[config.mk]
export PLATFORM = sky130hd
export DESIGN_NAME = design_exmpl_ctrl_arb
export DESIGN_NICKNAME = d
export VERILOG_FILES = /design/src/rtl/design_exmpl_ctrl_arb.sv
export SDC_FILE = /design/constraint.sdc
export NUM_CORES = 1
export LEC_CHECK = 0
export ABC_CLOCK_PERIOD_IN_PS = 2900
export CORE_AREA = 2 2 39 41
export CTS_CLUSTER_DIAMETER = 30
export DETAILED_ROUTE_END_ITERATION = 8
export DIE_AREA = 0 0 41 43
export RECOVER_POWER = 25
export SLEW_MARGIN = 0
export SYNTH_ARGS = -nofsm -noshare
export SYNTH_HDL_FRONTEND = slang
export SYNTH_SLANG_ARGS = --single-unit
[constraint.sdc]
create_clock -name clk_i -period 2.9 [get_ports clk_i]
set_clock_uncertainty 0.15 [all_clocks]
set_input_delay 0.725 -clock clk_i [delete_from_list [all_inputs] [get_ports clk_i]]
set_output_delay 0.725 -clock clk_i [all_outputs]
set_load 0.01 [all_outputs]
[src/rtl/design_exmpl_ctrl_arb.sv]
// rtl/design_exmpl_ctrl_arb.sv - control unit and round-robin arbiter for the shared A/E/F datapath
//
// Grants one requester at a time to the A/E/F datapath and sequences it
// through IDLE (clear), COUNT (increment A, steer E) and DONE (report).
//
// Ports:
//   clk_i     rising-edge clock
//   rst_b_i   asynchronous active-low reset
//   req_i     per-requester level request for one datapath run
//   gnt_o     registered one-hot grant, held for the whole run
//   done_o    registered one-hot completion pulse to the granted requester
//   busy_o    high whenever the controller is not idle
//   A_i       current datapath counter value
//   clr_AF_o  datapath strobe: A <= 0, F <= 0
//   incr_A_o  datapath strobe: A <= A + 1
//   set_E_o   datapath strobe: E <= 1
//   clr_E_o   datapath strobe: E <= 0
//   set_F_o   datapath strobe: F <= 1
module design_exmpl_ctrl_arb #(
  parameter int N_REQ = 2,
  parameter int A_W   = 4
) (
  input  logic             clk_i,
  input  logic             rst_b_i,
  input  logic [N_REQ-1:0] req_i,
  output logic [N_REQ-1:0] gnt_o,
  output logic [N_REQ-1:0] done_o,
  output logic             busy_o,
  input  logic [A_W-1:0]   A_i,
  output logic             clr_AF_o,
  output logic             incr_A_o,
  output logic             set_E_o,
  output logic             clr_E_o,
  output logic             set_F_o
);

  localparam int PTR_W = (N_REQ > 1) ? $clog2(N_REQ) : 1;

  typedef enum logic [1:0] {
    IDLE  = 2'd0,
    COUNT = 2'd1,
    DONE  = 2'd2
  } state_t;

  state_t             state_q, state_d;
  logic [N_REQ-1:0]   gnt_d, done_d;
  logic [PTR_W-1:0]   ptr_q, ptr_d;
  logic [PTR_W-1:0]   win_idx, win_next;
  logic [N_REQ-1:0]   win_onehot;
  logic               clr_af, incr_a, set_e, clr_e, set_f;

  // Round-robin search: first requester at or above the pointer, wrapping.
  always_comb begin
    int               idx;
    int               nxt;
    logic             found;
    logic [PTR_W-1:0] idx_l;
    idx     = 0;
    nxt     = 0;
    found   = 1'b0;
    idx_l   = '0;
    win_idx = '0;
    for (int k = 0; k < N_REQ; k++) begin
      idx   = (int'(ptr_q) + k) % N_REQ;
      idx_l = PTR_W'(idx);
      if (!found && req_i[idx_l]) begin
        found   = 1'b1;
        win_idx = idx_l;
      end
    end
    nxt        = (int'(win_idx) + 1) % N_REQ;
    win_next   = PTR_W'(nxt);
    win_onehot = N_REQ'(1) << win_idx;
  end

  always_comb begin
    state_d = state_q;
    gnt_d   = gnt_o;
    done_d  = '0;
    ptr_d   = ptr_q;
    clr_af  = 1'b0;
    incr_a  = 1'b0;
    set_e   = 1'b0;
    clr_e   = 1'b0;
    set_f   = 1'b0;
    case (state_q)
      IDLE: begin
        if (|req_i) begin
          clr_af  = 1'b1;
          gnt_d   = win_onehot;
          ptr_d   = win_next;
          state_d = COUNT;
        end
      end
      COUNT: begin
        incr_a = 1'b1;
        set_e  = A_i[A_W-3];
        clr_e  = ~A_i[A_W-3];
        // The top two A bits both set marks the last count step.
        if (A_i[A_W-1] & A_i[A_W-2]) begin
          set_f   = 1'b1;
          done_d  = gnt_o;
          state_d = DONE;
        end
      end
      DONE: begin
        gnt_d   = '0;
        state_d = IDLE;
      end
      default: begin
        gnt_d   = '0;
        state_d = IDLE;
      end
    endcase
  end

  // Strobes are forced low while reset is held so a held request cannot
  // clear the datapath before the controller is released.
  assign clr_AF_o = clr_af & rst_b_i;
  assign incr_A_o = incr_a & rst_b_i;
  assign set_E_o  = set_e  & rst_b_i;
  assign clr_E_o  = clr_e  & rst_b_i;
  assign set_F_o  = set_f  & rst_b_i;
  assign busy_o   = (state_q != IDLE);

  always_ff @(posedge clk_i or negedge rst_b_i) begin
    if (!rst_b_i) begin
      state_q <= IDLE;
      gnt_o   <= '0;
      done_o  <= '0;
      ptr_q   <= '0;
    end else begin
      state_q <= state_d;
      gnt_o   <= gnt_d;
      done_o  <= done_d;
      ptr_q   <= ptr_d;
    end
  end

endmodule
==> results of run 1 <==
placed cells by master, fill, tap and decap left out:
cell type        instances
clkinv_2                 1
and2b_1                  1
dlygate4sd2_1            4
inv_1                    4
a21oi_1                  3
clkdlybuf4s50_1         11
nor2_1                   4
nor3_2                   1
inv_2                    1
dfrtp_1                  7
a31oi_1                  1
a311oi_1                 1
dlymetal6s2s_1           1
buf_4                    2
o21bai_1                 1
o21ai_0                  2
nand3b_1                 1
o211ai_1                 1
and2_1                   3
nor3_1                   1
clkbuf_4                 4
nand2_1                  1
clkbuf_1                 2
a22oi_1                  1
state kept, by name (all words and copies together) (netlist names):
signal / count
done_o: 2
gnt_o: 2
ptr_q: 1
state_q: 2
worst max-delay path: stages:
cell and delay, ns:
clkdlybuf4s50_1 0.51, nand3b_1 0.13, inv_1 0.09, and2_1 0.11, dlygate4sd2_1 0.26
layout make-up:
class                   count  share of cell area [%]
clock buffers               3                    4.03
well taps                  16                    3.58
multi-input cells          22                    23.3
repair buffers             21                    33.6
flip-flops and latches      7                    31.3
inverters                   5                    3.36
clock inverters             1                   0.895
cells in the mapped netlist:
master    n
a21oi_1   3
a22oi_1   1
a311oi_1  1
a31oi_1   1
and2_1    3
and2b_1   1
dfrtp_1   7
inv_1     4
inv_2     1
nand2_1   1
nand3b_1  1
nor2_1    4
nor3_1    1
nor3_2    1
o211ai_1  1
o21ai_0   2
o21bai_1  1
power by group through the flow:
stage          Combinational (mW)  Sequential, mW  Clock, mW
2_1_floorplan              0.0412           0.145          0
3_3_place_gp                0.105           0.143          0
3_5_place_dp                0.108           0.145          0
4_1_cts                     0.106           0.143     0.0957
5_1_grt                     0.114           0.147      0.105
6_report                    0.103           0.143     0.0911
final timing paths:
kind	start	endpoint	slack, ns	depth (start not counted)
worst max register to register	state_q[0]$_DFFE_PN0P_	gnt_o[0]$_DFFE_PN0P_	1.65	3
worst min-delay path	gnt_o[1]$_DFFE_PN0P_	done_o[1]$_DFF_PN0_	0.36	1
min in group asynchronous	rst_b_i	state_q[0]$_DFFE_PN0P_	0.67	2
worst min register to register	gnt_o[1]$_DFFE_PN0P_	done_o[1]$_DFF_PN0_	0.36	1
worst max-delay path	rst_b_i	set_E_o	0.20	5
max in group asynchronous	rst_b_i	done_o[0]$_DFF_PN0_	1.61	3
logic make-up (layout without fill, tap and decap cells):
logic type      count (synthesis)  after routing  share of synthesized area, %
compound gates                 10             10                          19.3
flops                           7              7                          54.1
simple gates                   12             12                          20.8
buf+inv                         5             30                          5.79
per-layer routing:
metal	up-vias	routed length, um	track usage, %
li1	168	-	-
met4	0	14	8.00
met2	16	358	15.3
met1	142	354	15.1
met5	-	0	0
met3	2	75	6.28
repair_timing:
| item | CTS | global route |
|---|---|---|
| pin swaps | 0 | 0 |
| endpoints found under the setup margin | 4 | 1 |
| gates resized for setup | 4 | 1 |
==> summary.txt, run 1 <==
Yosys
  – Yosys reg bits: 7
  – Post-synth cell types: 17
  – Synthesized area per cell: 9.53 sq um
  – Register area share after synthesis: between 50% and 60%
  – Yosys top cell by area: dfrtp_1
  – Area contributors post-synth: dfrtp_1 (54%), and2_1 (5.8%), a21oi_1 (4.6%), inv_1 (4.6%), nor2_1 (4.6%)
  – Synth Cell Area: about 320 sq um
  – Cells after Synth: 34
  – YS warnings: 0
  – Yosys top cell area share: 54.1%
  – Post-synth net total: 42

Setup path
  – Crit Path Class: in2out
  – WP data required: approximately 2.0 ns
  – WP data arrival: around 1.8 ns
  – Worst-path maximum fanout: 3
  – Setup crit end kind: output port
  – Startpoint Class: input port

Placed design
  – Post-Place Cells: 71
  – IO Port Bufs: 16
  – Post-placement cell area: between 500 and 600 sq um
  – Hpwl dp: approximately 630 um
  – RD Place Congestion: 0.735
  – DP Worst Slack: -0.0774 ns

Finish
  – Share of layout cells above drive strength 1: 15.3%
  – Layout Cells excl Fill: 75
  – Fill count: roughly 160
  – Ant diodes: 0
  – Final Cell Area: 559 sq um
  – Area grow syn2layout: 72.6%
  – Register area: approximately 180 sq um
  – Area of the multi-input gates: roughly 130 sq um
  – Final net count: 68
  – Core Util, Final: 40.4%

Pwr
  – Logic pwr share: between 30% and 40%
  – P_leak: around 0.29 nW
  – P_sw: 0.107 mW
  – Sequential power share: a little over two fifths
  – Power Density: between 600 and 700 nW/um^2
  – Total power: 0.337 mW
  – Sw Share: 31.8%
  – Pint: about 0.23 mW
  – Worst VDD drop: 0.191 mV
  – Clock Power Share: a little over a quarter

Clocking
  – Hold Buf Count CTS: 0
  – Clock Latency Late Sink: 0.26 ns
  – CTS Buffer Depth: 2
  – Setup bufs post-CTS: 0
  – Clock slew at reported path FFs: approximately 0.060 ns
  – Clock sinks: 7
  – H-tree depth: 1
  – TritonCTS Buffers: 3
  – CTS tree: built
  – Root Buffer: clkbuf_4

Floorplan
  – Boundary pin count: 18
  – Core region area: about 1400 sq um
  – DIE AREA: 1760 sq um
  – Die W: between 40 and 50 um
  – Die Height: approximately 43 um
  – Initial Util: between 20% and 30%
  – Row cnt: 14

Global route
  – Initial antenna violation count: 0
  – Number of global-route vias before repair: 300
  – GRT Residual Overflow: 0
  – Tot GR Track Use: between 10% and 20%
  – First-pass GRT wire length: about 1300 um
  – Largest net degree at the start of global routing: 9

Timing
  – Slew Viols, Final: 0
  – Setup TNS: 0 ns
  – Slew headroom: 83.2%
  – Worst slew pin tran: between 0.2 and 0.3 ns
  – Peak Freq: 370 MHz
  – Hold WS: 0.361 ns
  – RSZ-0062 raised after global routing: false
  – Fin crit period: ~2.7 ns
  – Final hold vios: 0
  – PnR worst setup slack: between 0.2 and 0.25 ns
  – Final setup fails: 0
  – Tcrit/Tclk final: ~93%

Route
  – Vias: roughly 330
  – 1st-pass router iterations: 4
  – Post-DR wirelength/cell: 10.7 um
  – Vias/cell: approximately 4.4
  – First DRT Iteration DRCs: 7
  – Detail Route Antenna Nets: 0
  – # DRC: 0
  – DRT Wirelength: around 800 um

Status
  – Outcome: finished, final reports clean

Run
  – Max_cap viols: 0

Hold path
  – Min-Delay Path Class: reg2reg
(Power assumes the default switching activity.)
==> run 2: changes to the inputs <==
--- a/config.mk
+++ b/config.mk
@@ -11,6 +11,7 @@
 export DETAILED_ROUTE_END_ITERATION = 8
 export DIE_AREA = 0 0 41 43
 export RECOVER_POWER = 25
+export SKIP_LAST_GASP = 1
 export SLEW_MARGIN = 0
 export SYNTH_ARGS = -nofsm -noshare
 export SYNTH_HDL_FRONTEND = slang
==> results of run 2 <==
The final DEF is identical to that of run 1; final timing and power are the same.
==> RTL change 1: new RTL, settings of run 1 <==
Re-encode `state_t` (3 states) as one-hot, 3 bits wide.
--- a/src/rtl/design_exmpl_ctrl_arb.sv
+++ b/src/rtl/design_exmpl_ctrl_arb.sv
@@ -36,10 +36,10 @@
 
   localparam int PTR_W = (N_REQ > 1) ? $clog2(N_REQ) : 1;
 
-  typedef enum logic [1:0] {
-    IDLE  = 2'd0,
-    COUNT = 2'd1,
-    DONE  = 2'd2
+  typedef enum logic [2:0] {
+    IDLE  = 3'b001,
+    COUNT = 3'b010,
+    DONE  = 3'b100
   } state_t;
 
   state_t             state_q, state_d;
Function: same outputs for any inputs over 10 cycles, from zero or initial values and one cycle with rst_b_i low; not proved beyond that.
==> RTL change 1 against run 1 <==
- worst setup slack lost 83 ps
- routed wire length rose by 2.0%
- area after synthesis up 11%
- synthesized cell count unchanged
- fmax decreased by 3.0%
- final area increased by 7.6%
- sequential cell count increased by 1
- largest cell class is now flip-flops and latches
- highest routed layer unchanged
Power is not compared: it rests on default switching activity, and its combinational part moved more than twofold at a synthesized area within 25%.
==> RTL change 1: results (changes against run 1) <==
| Metric | Value |
|---|---|
| HP Class | `reg -> reg` |
| WL per Instance | `10.8 um (+0.65%)` |
| Share of post-route cells with drive strength above 1 | `0.167 (+0.0141)` |
| Met3 Use GR | `0.0471 (-0.0157)` |
| Hpwl dp | `676 um (+6.7%)` |
| Reg-to-reg setup timing slack | `1560 ps (-90 ps)` |
| Crit path launch | `A_i[3]` |
| Top post-synthesis cells by area | `dfrtp_1 (49%), dfstp_2 (7.3%), and2_1 (5.2%)` |
| Buffer levels on the longest clock path | `2 (unchanged)` |
| Antenna violations before repair | `0 (unchanged)` |
| Initial DRT Pass Iterations | `4 (unchanged)` |
| GRT Total Usage | `0.123 (+0.00303)` |
| Slowest-stage cell, CP | `clkdlybuf4s50_1` |
| Reg clk slew, reported paths | `60 ps (about the same)` |
| Slew HR | `0.770 (-0.0624)` |
| Placed Cells incl. Taps | `72 (+1.4%)` |
| Layout Cells excl Fill | `76 (+1.3%)` |
| Most common library cells after synthesis | `dfrtp_1 (7), nor2_1 (4), and2_1 (3), nand2_1 (3)` |
| Pleak | `0.283 nW` |
| Yosys cell types | `18 (+1)` |
| Clk Tree Root Cell | `clkbuf_4` |
| R2r worst-path depth | `3 (unchanged)` |
| GP Congestion | `0.689 (-6.3%)` |
| Final Max Tran Viols | `0 (unchanged)` |
| Final #Nets | `69 (+1.5%)` |
| Crit path time final | `2780 ps (+83.2 ps)` |
| Worst Path Arrival | `1910 ps (+90 ps)` |
| Biggest regs | `state_q: 3 flops, done_o: 2 flops, gnt_o: 2 flops` |
| Register area share after synthesis | `0.559 (+0.0185)` |
| Worst R2R Start | `state_q[2]` |
| Vias/cell | `4.36 (-0.41%)` |
| Most used DFF post-synth | `dfrtp_1` |
| First-pass GRT wire length | `1360 um (+3.2%)` |
| Placed Area | `586 sq um (+8.1%)` |
| Total CTS buffers | `3 (unchanged)` |
| Grt met1 use | `0.138 (-0.0131)` |
| Fillcell total | `149 (-4.5%)` |
| Met2 Resource Use GR | `0.166 (+0.0125)` |
| Status | `completed` |
| CP max FO | `2 (-1)` |
| Final core utilization | `0.435 (+0.0307)` |
| Post-Syn Nets | `42 (unchanged)` |
| Crit path capture | `set_F_o` |
| Syn Area/Cell | `10.6 sq um (+11%)` |
| Max incr delay on CP | `540 ps (+30 ps)` |
| Reg-to-Reg End | `done_o[1]` |
| Number of global-route vias before repair | `326 (+8.7%)` |
| Largest net degree at the start of global routing | `8 (-1)` |
| 1st-iter DRT viols | `1 (-6)` |
[RTL change 1: final cells by class]
cell class,instances,share of cell area
flip-flops and latches,8,0.335
repair buffers,22,0.324
multi-input cells,24,0.252
clock buffers,4,0.0437
well taps,16,0.0333
inverters,2,0.0125
[RTL change 1: report_power, final]
part | leakage (nW) | total (mW) | switching, mW | internal [mW]
combinational | 0.166 | 0.228 | 0.0927 | 0.136
clock | 0.0150 | 0.0930 | 0.0403 | 0.0528
sequential | 0.102 | 0.185 | 0.0305 | 0.154
total | 0.283 | 0.506 | 0.163 | 0.343
[RTL change 1: critical path, delay by kind of cell]
family                 cells  cell delay [ps]
AND/OR/NAND/NOR            2              180
buffers and inverters      2             1010
[RTL change 1: metal layers]
metal,up-vias,wire (um)
li1,168,-
met1,153,365
met2,8,404
met3,2,28
met4,0,20
met5,-,0
[RTL change 1: stage by stage]
stage                     power [mW]  worst slack, ps  setup TNS [ps]
final                          0.506              118               0
after floorplan                0.294              886               0
after detailed placement       0.422            -2.65           -2.65
after global routing           0.548             48.7               0
after CTS                      0.514              109               0
after global placement         0.418            -4.81           -4.81
[RTL change 1: logic make-up (layout without fill, tap and decap cells)]
group | after synthesis | in the layout | share of synthesized area
DFF | 8 | 8 | 0.559
AOI/OAI and AO/OA | 8 | 8 | 0.139
and+or+nand+nor | 16 | 16 | 0.281
buffers and inverters | 2 | 28 | 0.0208
[RTL change 1: worst min path at each step]
stage	from	endpoint	slack, ps
6_report	ptr_q	ptr_q	340
5_1_grt	ptr_q	ptr_q	350
4_1_cts	ptr_q	ptr_q	340
3_5_place_dp	ptr_q	ptr_q	330
3_3_place_gp	ptr_q	ptr_q	320
2_1_floorplan	rst_b_i	done_o[0]	280
[RTL change 1: what timing repair did]
item / in CTS / in global routing
buffers inserted: 0 / 0
endpoints found under the setup margin: 3 / 0
endpoints found under the hold margin: 0 / 0
gates resized for setup: 2 / 0
==> RTL change 2: new RTL, flow settings as in run 1 <==
Without the edit above. `N_REQ`: 2 -> 4.
--- a/src/rtl/design_exmpl_ctrl_arb.sv
+++ b/src/rtl/design_exmpl_ctrl_arb.sv
@@ -17,7 +17,7 @@
 //   clr_E_o   datapath strobe: E <= 0
 //   set_F_o   datapath strobe: F <= 1
 module design_exmpl_ctrl_arb #(
-  parameter int N_REQ = 2,
+  parameter int N_REQ = 4,
   parameter int A_W   = 4
 ) (
   input  logic             clk_i,
Interface: changed (resized done_o, gnt_o and req_i); port bits go from 18 to 24. No check against the original RTL was run, so the function may have changed too.
==> RTL change 2 against run 1 <==
- critical path depth is 1 lower
- area after synthesis is 76% higher
- die area stayed put
- combinational power grew to 3.2 times the old value
- sequential cell count is 5 higher
- worst setup slack worse by 79 ps
- final area is 62% higher
- highest routed layer unchanged
- count of clock-buffer cells in the layout is 1 higher
- hold slack worse by 110 ps
- total power is 110% higher
- routed wire length is 42% higher
- non-clock buffer count is 9 higher
- fmax is 2.8% lower
- via count is 53% higher
==> RTL change 2: results (changes against run 1) <==
| Metric | Value |
|---|---|
| Final #Nets | `100 (+47%)` |
| Register area share after synthesis | `0.526 (-0.0142)` |
| Cts repair resizes | `2 (-2)` |
| Clkbuf count | `4 (+1)` |
| Sequential cell area share | `0.331 (+0.0174)` |
| HP Class | `in -> async` |
| Most common library cells after synthesis | `dfrtp_1 (12), nand2_1 (9), nor2_1 (6)` |
| Crit path launch | `A_i[3]` |
| Yosys reg bits | `12 (+5)` |
| Worst hold slack | `254 ps (-107 ps)` |
| Inverter count | `2 (-3)` |
| WL per Instance | `10.8 um (+1.3%)` |
| Layout Cells excl Fill | `105 (+40%)` |
| Slew HR | `0.762 (-0.0700)` |
| Met3 routed WL | `100 um (+33%)` |
| Fillcell total | `135 (-13%)` |
| Signal buffers | `30 (+43%)` |
| First-pass GRT wire length | `1880 um (+43%)` |
| 1st-iter DRT viols | `11 (+4)` |
| Hpwl dp | `920 um (+45%)` |
| Met2 WL | `505 um (+41%)` |
| Crit path capture | `set_F_o` |
| GP Congestion | `0.695 (-5.4%)` |
| Peak supply drop | `0.416 mV (+120%)` |
| Met3 Use GR | `0.0785 (+0.0157)` |
| Crit path time final | `2780 ps (+79.1 ps)` |
| Share of post-route cells with drive strength above 1 | `0.157 (+0.00476)` |
| Reg-to-reg setup timing slack | `1380 ps (-270 ps)` |
| Psw | `242 uW (+130%)` |
| Grt met1 use | `0.204 (+0.0533)` |
| Met2 Resource Use GR | `0.231 (+0.0781)` |
| GRT Total Usage | `0.168 (+0.0473)` |
| R2r worst-path depth | `5 (+2)` |
| Post-Syn Nets | `66 (+57%)` |
| Post-Syn Instances | `56 (+65%)` |
| Number of global-route vias before repair | `447 (+49%)` |
| WL met1 | `503 um (+42%)` |
| ClkCell Share | `0.0399 (-0.00927)` |
| Biggest regs | `done_o: 4 flops, gnt_o: 4 flops` |
| Port bufs | `22 (+6)` |
| Pleak | `0.443 nW (+55%)` |
| Signal buf overhead | `0.306 (-0.0298)` |
| Count of multi-input combinational gates | `41 (+86%)` |
| DP Worst Slack | `-204 ps (-127 ps)` |
| Worst R2R Start | `ptr_q[1]` |
| Status | `completed` |
| Initial DRT Pass Iterations | `4 (unchanged)` |
| Worst Path Arrival | `1900 ps (+80 ps)` |
| Top post-synthesis cells by area | `dfrtp_1 (53%), nand2_1 (5.9%), and2_1 (5.5%)` |
RTL change 2: through the flow:
| stage | TNS (ps) | area, sq um |
|---|---|---|
| CTS | -19.0 | 900 |
| global route | 0 | 908 |
| finish | 0 | 908 |
| detailed placement | -429 | 866 |
| floorplan | 0 | 571 |
| global placement | -424 | 866 |
RTL change 2: logic make-up (layout without fill, tap and decap cells):
logic type / count (synthesis) / count (layout) / share of synthesized area
multiplexers: 1 / 1 / 0.0175
XOR/XNOR: 1 / 1 / 0.0154
AO/OA/AOI/OAI: 12 / 12 / 0.175
flip-flops: 12 / 12 / 0.526
buffers and inverters: 3 / 36 / 0.0219
AND/OR/NAND/NOR: 27 / 27 / 0.243
RTL change 2: power by group through the flow:
stage                     sequential [mW]  clock (mW)  combinational [mW]
final                               0.255       0.129               0.326
after global routing                0.265       0.138               0.363
after CTS                           0.256       0.135               0.331
after detailed placement            0.259           0               0.333
after global placement              0.258           0               0.331
after floorplan                     0.265           0               0.176
